[config.mk]
export PLATFORM = sky130hd
export DESIGN_NAME = activation_unit
export DESIGN_NICKNAME = d
export VERILOG_FILES = /design/src/rtl/activation_unit.sv
export SDC_FILE = /design/constraint.sdc
export NUM_CORES = 2
export LEC_CHECK = 0
export ABC_CLOCK_PERIOD_IN_PS = 8800
export CAP_MARGIN = 15
export CORE_ASPECT_RATIO = 1.2
export CORE_UTILIZATION = 60
export DETAILED_ROUTE_END_ITERATION = 10
export DONT_BUFFER_PORTS = 1
export GPL_TIMING_DRIVEN = 0
export PLACE_DENSITY = 0.74
export SLEW_MARGIN = 10
export SYNTH_ARGS = -nofsm -noshare
export SYNTH_HDL_FRONTEND = slang
export SYNTH_SLANG_ARGS = --single-unit
[constraint.sdc]
create_clock -name clk -period 8.8 [get_ports clk]
set_input_delay 0.44 -clock clk [delete_from_list [all_inputs] [get_ports clk]]
set_output_delay 0.44 -clock clk [all_outputs]
set_load 0.005 [all_outputs]
[src/rtl/activation_unit.sv]
// Multi-lane activation (pass/ReLU/leaky/clamp) on signed Q(WIDTH-FRAC).FRAC data, 2-stage valid/ready pipeline.
// Beat accepted at edge N is on out_valid after edge N+1; in_ready drops only when both stages are full and out_ready is low.
module activation_unit #(
    parameter int WIDTH = 16,
    parameter int FRAC  = 8,
    parameter int LANES = 4
) (
    input  logic                   clk,
    input  logic                   rst_n,
    input  logic                   cfg_we,
    input  logic [1:0]             cfg_mode,
    input  logic [WIDTH-1:0]       cfg_alpha,
    input  logic [WIDTH-1:0]       cfg_clamp_hi,
    input  logic                   in_valid,
    output logic                   in_ready,
    input  logic [LANES*WIDTH-1:0] in_data,
    output logic                   out_valid,
    input  logic                   out_ready,
    output logic [LANES*WIDTH-1:0] out_data,
    output logic [LANES-1:0]       out_sat,
    output logic                   sat_sticky
);
    localparam logic signed [WIDTH-1:0]   L_MAX  = {1'b0, {(WIDTH-1){1'b1}}};
    localparam logic signed [WIDTH-1:0]   L_MIN  = {1'b1, {(WIDTH-1){1'b0}}};
    localparam logic signed [WIDTH-1:0]   L_ZERO = '0;
    localparam logic signed [2*WIDTH-1:0] L_PMAX = {{(WIDTH+1){1'b0}}, {(WIDTH-1){1'b1}}};
    localparam logic signed [2*WIDTH-1:0] L_PMIN = {{(WIDTH+1){1'b1}}, {(WIDTH-1){1'b0}}};

    logic [1:0]                r_mode;
    logic signed [WIDTH-1:0]   r_alpha;
    logic signed [WIDTH-1:0]   r_clamp_hi;

    logic                      r_s1_vld;
    logic [1:0]                r_s1_mode;
    logic signed [WIDTH-1:0]   r_s1_chi;
    logic signed [WIDTH-1:0]   r_s1_x [LANES];
    logic signed [WIDTH-1:0]   r_s1_p [LANES];
    logic [LANES-1:0]          r_s1_psat;

    logic                      r_out_vld;
    logic [LANES*WIDTH-1:0]    r_out_dat;
    logic [LANES-1:0]          r_out_sat;
    logic                      r_sticky;

    logic                      w_s2_en;
    logic                      w_s1_en;
    logic signed [WIDTH-1:0]   w_x    [LANES];
    logic signed [2*WIDTH-1:0] w_prod [LANES];
    logic signed [2*WIDTH-1:0] w_shf  [LANES];
    logic signed [WIDTH-1:0]   w_p    [LANES];
    logic [LANES-1:0]          w_psat;
    logic [LANES*WIDTH-1:0]    w_y;
    logic [LANES-1:0]          w_ysat;

    assign w_s2_en  = !r_out_vld || out_ready;
    assign w_s1_en  = !r_s1_vld || w_s2_en;
    assign in_ready = w_s1_en;

    // Leaky product is saturated here so stage 2 only has to select.
    always_comb begin
        for (int i = 0; i < LANES; i++) begin
            w_x[i]    = in_data[i*WIDTH +: WIDTH];
            w_prod[i] = (2*WIDTH)'(w_x[i]) * (2*WIDTH)'(r_alpha);
            w_shf[i]  = w_prod[i] >>> FRAC;
            w_psat[i] = (w_shf[i] > L_PMAX) || (w_shf[i] < L_PMIN);
            if (w_shf[i] > L_PMAX)
                w_p[i] = L_MAX;
            else if (w_shf[i] < L_PMIN)
                w_p[i] = L_MIN;
            else
                w_p[i] = w_shf[i][WIDTH-1:0];
        end
    end

    always_comb begin
        w_y    = '0;
        w_ysat = '0;
        for (int i = 0; i < LANES; i++) begin
            case (r_s1_mode)
                2'd1: w_y[i*WIDTH +: WIDTH] = (r_s1_x[i] > L_ZERO) ? r_s1_x[i] : L_ZERO;
                2'd2: begin
                    w_y[i*WIDTH +: WIDTH] = (r_s1_x[i] > L_ZERO) ? r_s1_x[i] : r_s1_p[i];
                    w_ysat[i]             = (r_s1_x[i] <= L_ZERO) && r_s1_psat[i];
                end
                2'd3: begin
                    if (r_s1_x[i] > L_ZERO)
                        w_y[i*WIDTH +: WIDTH] = (r_s1_x[i] > r_s1_chi) ? r_s1_chi : r_s1_x[i];
                    else
                        w_y[i*WIDTH +: WIDTH] = (r_s1_chi < L_ZERO) ? r_s1_chi : L_ZERO;
                    w_ysat[i] = r_s1_x[i] > r_s1_chi;
                end
                default: w_y[i*WIDTH +: WIDTH] = r_s1_x[i];
            endcase
        end
    end

    always_ff @(posedge clk or negedge rst_n) begin
        if (!rst_n) begin
            r_mode     <= 2'd0;
            r_alpha    <= L_ZERO;
            r_clamp_hi <= L_MAX;
        end else if (cfg_we) begin
            r_mode     <= cfg_mode;
            r_alpha    <= cfg_alpha;
            r_clamp_hi <= cfg_clamp_hi;
        end
    end

    always_ff @(posedge clk or negedge rst_n) begin
        if (!rst_n) begin
            r_s1_vld  <= 1'b0;
            r_s1_mode <= 2'd0;
            r_s1_chi  <= L_MAX;
            r_s1_psat <= '0;
            for (int i = 0; i < LANES; i++) begin
                r_s1_x[i] <= L_ZERO;
                r_s1_p[i] <= L_ZERO;
            end
        end else if (w_s1_en) begin
            r_s1_vld <= in_valid;
            if (in_valid) begin
                r_s1_mode <= r_mode;
                r_s1_chi  <= r_clamp_hi;
                r_s1_psat <= w_psat;
                for (int i = 0; i < LANES; i++) begin
                    r_s1_x[i] <= w_x[i];
                    r_s1_p[i] <= w_p[i];
                end
            end
        end
    end

    always_ff @(posedge clk or negedge rst_n) begin
        if (!rst_n) begin
            r_out_vld <= 1'b0;
            r_out_dat <= '0;
            r_out_sat <= '0;
        end else if (w_s2_en) begin
            r_out_vld <= r_s1_vld;
            if (r_s1_vld) begin
                r_out_dat <= w_y;
                r_out_sat <= w_ysat;
            end
        end
    end

    // Setting takes priority over a config-write clear in the same cycle.
    always_ff @(posedge clk or negedge rst_n) begin
        if (!rst_n)
            r_sticky <= 1'b0;
        else if (w_s2_en && r_s1_vld && (|w_ysat))
            r_sticky <= 1'b1;
        else if (cfg_we)
            r_sticky <= 1'b0;
    end

    assign out_valid  = r_out_vld;
    assign out_data   = r_out_dat;
    assign out_sat    = r_out_sat;
    assign sat_sticky = r_sticky;
endmodule

==> impl_metrics.toml <==
[clock_network]
clock_sink_count = 255
cts_max_path_buffers = 3
cts_buffers = 30
cts_root_buffer = "clkbuf_16"
worst_skew_pair.late_latency_ns = 0.63
clk_transition_reported_paths_ns = 0.07
htree_num_levels = 1
tritoncts_clock_tree = "built"

[synth]
synthXorXnorAreaFrac_pct = 1.88
synth_top_family_by_area = "adder cells"
syn-cell-area_um2 = 53100
synth_area_leader_cell = "fa_1"
synth_seq_area_share_pct = 12.1
syn-mean-instance-area_um2 = 8.98
netlist_top_cells_area = "fa_1 (39%), dfrtp_1 (11%), ha_1 (9.0%)"
postSynthRegisterBits = 255
synth_simple_gate_area_share_pct = 17.0
synth.cells.most_frequent = "inv_1 (1218), fa_1 (1044), nand2_1 (865), and2_1 (482), ha_1 (380)"
synth.top_cell.area_share_pct = 39.4
synth_mux_area_share_pct = 0.834
synth-edff-count = 0
syn_nets = 7442
synth_cell_types = 99
synth_most_common_cell = "inv_1"
syn_inst = 5915
synth_adder_area_share_pct = 48.3
synth-compound-area-share_pct = 9.16
ys_dominant_reg_cell = "dfrtp_1"
yosysWarnings = 0
synth_async_sr_flop_share_pct = 100

[placed_design]
dp.final_hpwl_mm = 149
place.gp.congestion = 1.05
portBuffers = 0
post_dp_cell_area_um2 = 54600

[floorplanning]
floorplan.core_area_um2 = 87700
rows = 119
ios = 174
start_util_pct = 60.5
chipHeight_um = 328
die_footprint_um2 = 89700
dieWidth_um = 274

[grt]
antenna_found_initial = 25
globalRouteOverflowTotal = 0
wire_length_of_the_first_global_routing_pass_mm = 272
grt_start_max_net_pins = 256
grt_pass1_vias = 45000
gr-usage-all-layers_pct = 41.4

[timing]
max_slew_margin_pct = 12.2
max_slew.worst_pin.slew_ns = 1.32
report.final.hold_viol_count = 0
final-setup-viol-count = 0
period_share_pct = 99.1
rsz0062_at_grt = "false"
final_period_minus_worst_setup_slack_ns = 8.72
slew_viol_final = 0
clock_skew_ns = 0.0299
timing.fmax_mhz = 115

[finish]
fin_util_pct = 64.4
drive_above_1_share_pct = 4.08
nets = 7540
design_area_um2 = 56500
area_growth_syn_to_layout_pct = 6.40
n_fill_cell = 7409

[detailed_routing]
initialDrtViolationCount = 3984
drt_via_density = 6.02
detail_route.wl_per_cell_um = 25.1
ant_nets = 0
first_pass_iters = 6
drt-total-wl_mm = 181
post_detailed_route_drc_marker_count = 0
vias = 43300

[critical_path]
timing.critical_path.arrival_ns = 9.21
timing.setup.critical_path_class = "reg2reg"
capturing_point_of_the_worst_reg2reg_path = "r_s1_psat[0]$_DFFE_PN0P_"
crit_path_end_kind = "register"
critical_path.max_fanout = 10
ff2ff_setup_slack_ns = 0.08
cp-start-kind = "register"
timing.rr.start = "r_alpha[7]$_DFFE_PN0P_"
crit_start = "r_alpha[7]$_DFFE_PN0P_"
worst-endpoint-required_ns = 9.30
reg2reg_depth = 25

[status]
run_status = "complete, no violations"

[worst_hold_path]
hold_path_class = "in2reg"
hold_path_startpoint = "out_ready"
capture_endpoint_of_the_worst_hold_path = "out_valid$_DFFE_PN0P_"
timing.hold.worst_path_depth = 2

[job]
maxCapViolCount = 0
cell usage in the layout, fill, tap and decap left out, types with 12 or more instances in the layout:
master and n:
o21a_1 25, dfstp_2 30, nor3_2 17, clkbuf_16 30, o21ai_0 122, nand2b_1 35, fa_1 1043, a21oi_1 173
clkbuf_2 33, xor2_1 30, ha_1 380, nor2b_1 23, o21ai_1 19, a31oi_1 12, or3_1 28, nor3_1 48
nand3_1 44, nor2_1 221, inv_1 1218, a21o_1 43, a221oi_1 38, nor4_1 16, o22ai_1 57, mux2_2 34
xnor2_1 79, nand2_1 865, a211o_1 30, and4_1 16, dlygate4sd3_1 60, and2_1 482, dfrtp_1 221, nand4_1 29
clkbuf_1 230, a221o_1 19, a22o_1 18
metal layers:
layer  vias to the layer above  track usage [%]  wire length (um)
met3                       735             10.8             20000
met4                        16             28.3             15400
met2                      2355             65.0             82000
li1                      18500                -                 -
met5                         -                0               114
met1                     21800             49.9             63300
registers in the layout, indices dropped and copies added, names as in the netlist:
signal,flops
out_valid,1
r_s1_chi,16
r_mode,2
sat_sticky,1
r_s1_vld,1
r_alpha,16
r_s1_mode,2
out_data,64
r_s1_x,64
r_clamp_hi,16
r_s1_psat,4
out_sat,4
r_s1_p,64
what timing repair did:
action,CTS,global route
hold endpoints to repair,314,83
pin swaps,0,2
gates resized for setup,20,56
setup buffers,0,2
endpoints found under the setup margin,59,61
hold buffers,60,1
critical path: stages (launching register included):
cell      delay, ns
dfrtp_1        0.35
clkbuf_2       0.43
clkbuf_1       0.66
nand2_1        0.17
fa_1           0.57
inv_1          0.05
fa_1           0.48
fa_1           0.61
fa_1           0.46
fa_1           0.50
inv_1          0.05
fa_1           0.47
inv_1          0.04
ha_1           0.25
buf_2          0.17
a21oi_1        0.33
o221ai_1       0.21
a221oi_1       0.53
o211ai_1       0.42
xor2_1         0.37
o211a_1        0.20
nand4_1        0.13
o41ai_4        0.56
nor2_2         0.16
buf_4          0.24
nand3b_1       0.16
how the worst max path moves through the flow:
stage,cells after the start,slack (ns),endpoint
final,25,0.08,r_s1_psat[0]$_DFFE_PN0P_
after global routing,25,0.02,r_s1_psat[0]$_DFFE_PN0P_
after CTS,26,0.007,r_s1_p[4]$_DFFE_PN0P_
after detailed placement,25,-0.76,r_s1_p[2]$_DFFE_PN0P_
after global placement,26,-1.05,r_s1_p[3]$_DFFE_PN0P_
after floorplan,27,1.87,r_s1_p[37]$_DFFE_PN0P_
cell type report:
type	count	area [um^2]	area share (%)
multi-input combinational	4153	41100	72.7
clock inverter	19	236	0.419
buffer	283	1150	2.03
timing repair buffer	71	774	1.37
antenna	10	25.0	0.0443
tap	1149	1440	2.55
sequential	255	6420	11.4
clock buffer	35	810	1.43
inverter	1219	4580	8.10
metrics by stage:
| step | hold WS, ns | setup TNS [ns] | instances | setup slack [ns] |
|---|---|---|---|---|
| after floorplan | 0.144 | 0 | 5915 | 1.87 |
| after global placement | 0.151 | -26.23 | 7064 | -1.05 |
| after detailed placement | 0.150 | -25.52 | 7070 | -0.763 |
| after CTS | 0.0253 | 0 | 7179 | 0.00741 |
| after global routing | 0.0989 | 0 | 7186 | 0.0158 |
| final | 0.0697 | 0 | 7194 | 0.0836 |
kinds of logic (layout without fill, tap and decap cells):
family,count (synthesis),count (layout)
simple gates,1868,1868
buf+inv,1507,1627
fa+ha+maj,1424,1424
compound gates,708,708
flops,255,255
xor+xnor,113,113
mux,40,40
other cells,0,10
Power is left out: the tool's default activity adds up to more than one toggle a clock period on the data nets, which glitch-free logic cannot reach.
